--- src/rtl/gate_tt_pkg.sv ---
// Shared types and constants for the 2-input gate truth-table checker.
// Contents: FSM state enum, vector/error/counter widths, the standard 2-input
// truth tables (bit index = {a,b}), and a truth-table lookup helper.
package gate_tt_pkg;

    localparam int unsigned VEC_COUNT = 4;
    localparam int unsigned VEC_W     = 2;
    localparam int unsigned ERR_W     = 3;
    localparam int unsigned CNT_W     = 4;

    localparam logic [VEC_COUNT-1:0] TT_AND  = 4'b1000;
    localparam logic [VEC_COUNT-1:0] TT_NAND = 4'b0111;
    localparam logic [VEC_COUNT-1:0] TT_OR   = 4'b1110;
    localparam logic [VEC_COUNT-1:0] TT_NOR  = 4'b0001;
    localparam logic [VEC_COUNT-1:0] TT_XOR  = 4'b0110;

    typedef enum logic [1:0] {
        IDLE  = 2'd0,
        APPLY = 2'd1,
        CHECK = 2'd2,
        DONE  = 2'd3
    } state_e;

    // Expected gate output for input vector {a,b}.
    function automatic logic tt_expect(input logic [VEC_COUNT-1:0] tt,
                                       input logic [VEC_W-1:0]     vec);
        return tt[vec];
    endfunction

endpackage

--- src/rtl/gate_tt_settle_timer.sv ---
// Loadable down-counter that times how long each vector is held.
// Ports:
//   clk, rst_n  clock, synchronous active-low reset
//   load_i      load value_i into the counter (wins over dec_i)
//   dec_i       decrement by one; holds at zero
//   value_i     load value
//   zero_c_o    counter is zero (combinational from the count register)
module gate_tt_settle_timer
    import gate_tt_pkg::*;
(
    input  logic             clk,
    input  logic             rst_n,
    input  logic             load_i,
    input  logic             dec_i,
    input  logic [CNT_W-1:0] value_i,
    output logic             zero_c_o
);

    logic [CNT_W-1:0] cnt_q;
    logic [CNT_W-1:0] cnt_d;

    // Load has priority; decrement stops at zero.
    always_comb begin
        cnt_d = cnt_q;
        if (load_i) begin
            cnt_d = value_i;
        end else if (dec_i && (cnt_q != '0)) begin
            cnt_d = cnt_q - CNT_W'(1);
        end
    end

    always_ff @(posedge clk) begin
        if (!rst_n) begin
            cnt_q <= '0;
        end else begin
            cnt_q <= cnt_d;
        end
    end

    assign zero_c_o = (cnt_q == '0);

endmodule

--- config.mk ---
export PLATFORM = sky130hd
export DESIGN_NAME = gate_tt_settle_timer
export DESIGN_NICKNAME = d
export VERILOG_FILES = /design/src/rtl/gate_tt_pkg.sv /design/src/rtl/gate_tt_settle_timer.sv
export SDC_FILE = /design/constraint.sdc
export NUM_CORES = 1
export LEC_CHECK = 0
export BUFFER_PORTS_ARGS = -buffer_cell sky130_fd_sc_hd__buf_4
export CAP_MARGIN = 10
export CORE_AREA = 2 2 39 41
export CTS_BUF_LIST = sky130_fd_sc_hd__clkbuf_4 sky130_fd_sc_hd__clkbuf_8 sky130_fd_sc_hd__clkbuf_16
export CTS_CLUSTER_SIZE = 12
export DETAILED_ROUTE_END_ITERATION = 10
export DIE_AREA = 0 0 41 43
export MAX_ROUTING_LAYER = met4
export PLACE_DENSITY_LB_ADDON = 0.1
export SLEW_MARGIN = 20
export SYNTH_ARGS = -nofsm -noshare
export SYNTH_HDL_FRONTEND = slang
export SYNTH_SLANG_ARGS = --single-unit
--- constraint.sdc ---
create_clock -name clk -period 1.3 [get_ports clk]
set_input_delay 0.195 -clock clk [delete_from_list [all_inputs] [get_ports clk]]
set_output_delay 0.195 -clock clk [all_outputs]
set_load 0.1 [all_outputs]
==> flow_summary.toml, run 1 <==
[detailed_routing]
drtIter0Drc = 2
num_vias = 313
routed_wl_um = 774
post_drt_via_cell_ratio = 4.82
post-route-drc-count = 0
wire_per_inst_um = 11.9
drt_pre_antenna_iters = 4
drtAntennaViolNets = 0

[global_route]
grt_overflow = 0
grt_pass1_wl_um = 1310
grt.total_usage_pct = 12.1
grt_pass1_vias = 296
antenna_found_initial = 0
grt_max_degree = 8

[sta]
post-route-period-util_pct = 122
period_needed_ns = 1.58
skew_ns = 0.00870
fin_ws_ns = -0.283
rsz0062_at_grt = "yes"
finalSetupViolCount = 3
fmax_mhz = 632
hold_viol = 0
worst_pin_slew_ns = 0.271
final-max-slew-violation-count = 0
slew_headroom_pct = 81.9
holdWs_ns = 0.202

[critical_path]
endpoint_kind = "output pin"
critPathLaunch = "cnt_q[0]"
reg2reg_from = "cnt_q[0]"
crit_type = "flip-flop to output pin"
path_max_fanout = 2
arrival_ns = 1.39
cp-start-kind = "flip-flop"
critPathRequiredTime_ns = 1.11

[logic_synthesis]
synth_top_area_share_pct = 31.2
synth_adder_area_share_pct = 4.88
avgSynthCellArea_um2 = 8.27
ys.flop_type = "dfxtp_1"
synth_compound_area_share_pct = 20.0
yosys_warnings = 0
synth_edf_count = 0
synth.largest_area_cell = "dfxtp_1"
ys_async_sr_fraction_pct = 0
synth-xor-area-share_pct = 0
synthTopCellsByCount = "5 x inv_1, 4 x dfxtp_1, 4 x nor2_1, 3 x nand3_1, 2 x nand2_1"
syn-cell-area_um2 = 256
synth_top_family_by_area = "simple AND/OR/NAND/NOR gates"
syn_inst = 31
syn_nets = 40
yosys-top-cells-area = "dfxtp_1 31%, inv_1 7.3%, nand3_1 5.9%"
synth_most_common_cell = "inv_1"
ys_seq_area_share_pct = 31.2
muxShareOfSynthArea_pct = 3.90
synthSimpleGateAreaFrac_pct = 30.7
yosysUniqueCellTypes = 18
synth_seq_cells = 4

[power_and_ir_drop]
p_comb_share_pct = 40.6
ir_drop_mv = 0.355
switching_share_pct = 34.1
pwr-share-clk_pct = 31.7
p_leak_nw = 0.202
p_int_mw = 0.341
powerDensity_nw_per_um2 = 1130
switchingPower_mw = 0.176
seqPwrFrac_pct = 27.7

[final_layout]
fillers = 150
largest_reg_flops = 4
nNetsFinal = 60
final_layout_size_suffix_gt1_share_pct = 59.2
fin_area_um2 = 457
antenna_cells = 0
top_regs = "cnt_q x4"
syn_to_final_growth_pct = 78.0
regMostFlops = "cnt_q"

[run_status]
violations = "setup timing"
outcome = "finished, violations left"

[place]
gp_congestion = 0.784
post_dp_cell_area_um2 = 400
io_buffers = 8
dpl.hpwl_um = 595
dp_slack_ns = -0.150

[floorplan]
die_y_um = 43
initial_core_util_pct = 18.5
io-pin-count = 9
std_cell_rows = 14
die_area_um2 = 1760
die_w_um = 41
fp.coreArea_um2 = 1380

[run]
cap_violations = 0

[hold_path]
hp-class = "primary input to flip-flop"
hp-start = "value_i[1]"

[clock_tree]
ctsLongestPathBuffers = 2
tritoncts = "built"
clk_pin_slew_worst_paths_ns = 0.03
hold_buffers = 0
cts_sinks = 4
h-tree-depth = 1
cts_root_buf = "clkbuf_4"
cts-buffers-inserted = 3
clkLatencyLatePin_ns = 0.25
-- what timing repair did --
item	CTS	global route
gates resized for setup	4	0
setup buffers	1	1
endpoints found under the setup margin	3	3
pin swaps	1	2
gates cloned	0	0
-- layout make-up --
class,instances,area (um^2),area share (%)
multi-input cells,21,171,37.5
well taps,16,20.0,4.38
clock buffers,3,22.5,4.93
repair buffers,15,125,27.4
inverters,6,35.0,7.67
flip-flops and latches,4,82.6,18.1
-- cells by family after synthesis --
group                    count (synthesis)
AO/OA/AOI/OAI                            6
adder cells (fa/ha/maj)                  1
buffers and inverters                    6
flip-flops                               4
multiplexers                             1
AND/OR/NAND/NOR                         13
-- final timing paths --
kind               to  slack [ns]  depth (start not counted)
min          cnt_q[1]        0.20                          3
min reg2reg  cnt_q[2]        0.53                          2
max          zero_c_o       -0.28                          5
max reg2reg  cnt_q[0]       -0.24                          7
-- critical path, stage by stage, from the launching register on --
cell and delay, ns:
dfxtp_2 0.32, inv_2 0.07, ha_4 0.12, or3b_4 0.41, clkinv_8 0.07, buf_12 0.16
-- power by group through the flow --
stage | Clock [mW] | Sequential (mW) | Combinational, mW
2_1_floorplan | 0 | 0.147 | 0.112
3_3_place_gp | 0 | 0.145 | 0.178
3_5_place_dp | 0 | 0.145 | 0.180
4_1_cts | 0.169 | 0.143 | 0.205
5_1_grt | 0.178 | 0.144 | 0.226
6_report | 0.164 | 0.143 | 0.210
-- cell usage in the layout (no fill, tap or decap), drive strengths merged --
cell type | Yosys | layout
nand3 | 3 | 3
mux2i | 1 | 1
nand4 | 1 | 1
a311oi | 2 | 2
o2111ai | 1 | 1
o21ai | 2 | 2
clkbuf | 0 | 3
nand2 | 2 | 2
nand4b | 1 | 1
inv | 5 | 5
dfxtp | 4 | 4
buf | 0 | 15
nor2 | 4 | 4
ha | 1 | 1
nor4b | 1 | 1
or3b | 1 | 1
clkinv | 1 | 1
a21oi | 1 | 1
-- per-layer routing --
| layer | vias to the layer above | wire length [um] | track usage [%] |
|---|---|---|---|
| met4 | 0 | 12 | 8.00 |
| met2 | 11 | 387 | 15.0 |
| met1 | 151 | 328 | 14.7 |
| met5 | - | 0 | - |
| li1 | 149 | - | - |
| met3 | 2 | 46 | 6.28 |
-- metrics by stage --
step / setup TNS [ns] / power, mW / std cells / util (%)
5_1_grt: -0.728 / 0.548 / 65 / 33.0
2_1_floorplan: -0.156 / 0.259 / 31 / -
4_1_cts: -0.586 / 0.517 / 64 / 32.5
6_report: -0.590 / 0.517 / 65 / 33.0
3_5_place_dp: -0.332 / 0.325 / 60 / 28.9
3_3_place_gp: -0.288 / 0.323 / 60 / 28.9
Power figures use the tool's default switching activity.
==> run 2: changes to the inputs <==
- clock period: 1.3 -> 1.6 ns (I/O delays scaled with it)
==> flow_summary.toml, run 2 (same netlist as run 1, synthesis figures left out) <==
[sta]
period_needed_ns = 1.61
holdWs_ns = 0.243
finalSetupViolCount = 1
slew_headroom_pct = 84.2
fmax_mhz = 622
rsz0062_at_grt = "yes"
setup_tns_ns = -0.00658
skew_ns = 0.0000527
final-max-slew-violation-count = 0
fin_ws_ns = -0.00658
worst_pin_slew_ns = 0.237
post-route-period-util_pct = 100
hold_viol = 0

[power_and_ir_drop]
p_total_mw = 0.401
p_leak_nw = 0.199
ir_drop_mv = 0.331
powerDensity_nw_per_um2 = 906

[floorplan]
die_w_um = 41
die_y_um = 43
std_cell_rows = 14
fp.coreArea_um2 = 1380
die_area_um2 = 1760
io-pin-count = 9
initial_core_util_pct = 18.5

[final_layout]
fillers = 144
largest_reg_flops = 4
nNetsFinal = 60
fin_area_um2 = 443
syn_to_final_growth_pct = 72.7
regMostFlops = "cnt_q"
final_cell_mix = "14 x buf_4, 4 x nor2_1, 3 x inv_1, 3 x nand3_1, 3 x clkbuf_4"
final_layout_size_suffix_gt1_share_pct = 57.1
antenna_cells = 0
final_common_cell = "buf_4"
top_regs = "cnt_q x4"

[place]
gp_congestion = 0.708
io_buffers = 8
dpl.hpwl_um = 507
post_dp_cell_area_um2 = 363
dp_slack_ns = 0.0828

[detailed_routing]
num_vias = 292
post-route-drc-count = 0
drt_pre_antenna_iters = 1
routed_wl_um = 649
drtIter0Drc = 0
wire_per_inst_um = 9.98
post_drt_via_cell_ratio = 4.49
drtAntennaViolNets = 0

[clock_tree]
clkLatencyLatePin_ns = 0.23
cts-buffers-inserted = 3
clk_pin_slew_worst_paths_ns = 0.04
ctsLongestPathBuffers = 2
tritoncts = "built"
h-tree-depth = 1
cts_root_buf = "clkbuf_4"
hold_buffers = 0
cts_sinks = 4

[hold_path]
hp-class = "primary input to flip-flop"

[critical_path]
cp-start-kind = "flip-flop"
crit_type = "flip-flop to output pin"
path_max_fanout = 2
endpoint_kind = "output pin"
rrSetupSlack_ns = 0.07
arrival_ns = 1.37
critPathRequiredTime_ns = 1.36

[global_route]
grt_max_degree = 8
grt_pass1_vias = 289
antenna_found_initial = 0
grt.total_usage_pct = 10.6
grt_overflow = 0
grt_pass1_wl_um = 1170

[run_status]
outcome = "finished, violations left"
violations = "setup timing"

[run]
cap_violations = 0
-- run 2: changes by cell type in the layout (fill, tap and decap cells not counted) --
cell	previous run	this run
clkinv_4	0	1
clkinv_8	1	0
o2111ai_1	0	1
o2111ai_2	1	0
-- run 2: cell type report --
cell class / count / area, um^2 / area share, %
Clock buffer: 3 / 22.5 / 5.08
Inverter: 6 / 27.5 / 6.21
Multi-Input combinational cell: 21 / 165 / 37.3
Sequential cell: 4 / 82.6 / 18.6
Tap cell: 16 / 20.0 / 4.52
Timing Repair Buffer: 15 / 125 / 28.2
-- run 2: per-layer routing --
layer / share of wire [%] / wire length (um) / vias up / global-route usage (%)
met3: 4.6 / 30 / 2 / 4.71
met1: 44 / 286 / 136 / 11.6
li1: - / - / 148 / -
met4: 1.4 / 9 / 0 / 8.00
met5: 0 / 0 / - / -
met2: 50 / 322 / 6 / 14.4
-- run 2: final timing paths --
path | start | endpoint | cells past startpoint
setup / recovery | cnt_q[0] | zero_c_o | 5
hold reg to reg | cnt_q[2] | cnt_q[2] | 2
hold / removal | value_i[1] | cnt_q[1] | 3
setup reg to reg | cnt_q[0] | cnt_q[0] | 8
-- run 2: power by group --
group,switching [mW],total (mW),internal (mW)
clock network,0.0404,0.124,0.0838
registers,0.00698,0.117,0.110
logic,0.0791,0.160,0.0811
total,0.126,0.401,0.275
-- run 2: repair_timing --
item | 4_1_cts | 5_1_grt
pin swaps | 1 | 0
resized for setup | 9 | 0
endpoints found under the hold margin | 0 | 0
gates cloned | 0 | 0
setup endpoints to repair | 1 | 1
buffers inserted | 2 | 2
-- run 2: critical path, stage by stage (launching register included) --
cell and delay, ns:
dfxtp_2 0.32, inv_2 0.07, ha_4 0.12, or3b_4 0.40, clkinv_4 0.07, buf_12 0.16
-- run 2: per-stage QoR --
| stage | instances | util [%] |
|---|---|---|
| 5_1_grt | 65 | 32.0 |
| 6_report | 65 | 32.0 |
| 4_1_cts | 63 | 30.9 |
| 2_1_floorplan | 31 | - |
| 3_5_place_dp | 58 | 26.2 |
| 3_3_place_gp | 58 | 26.2 |
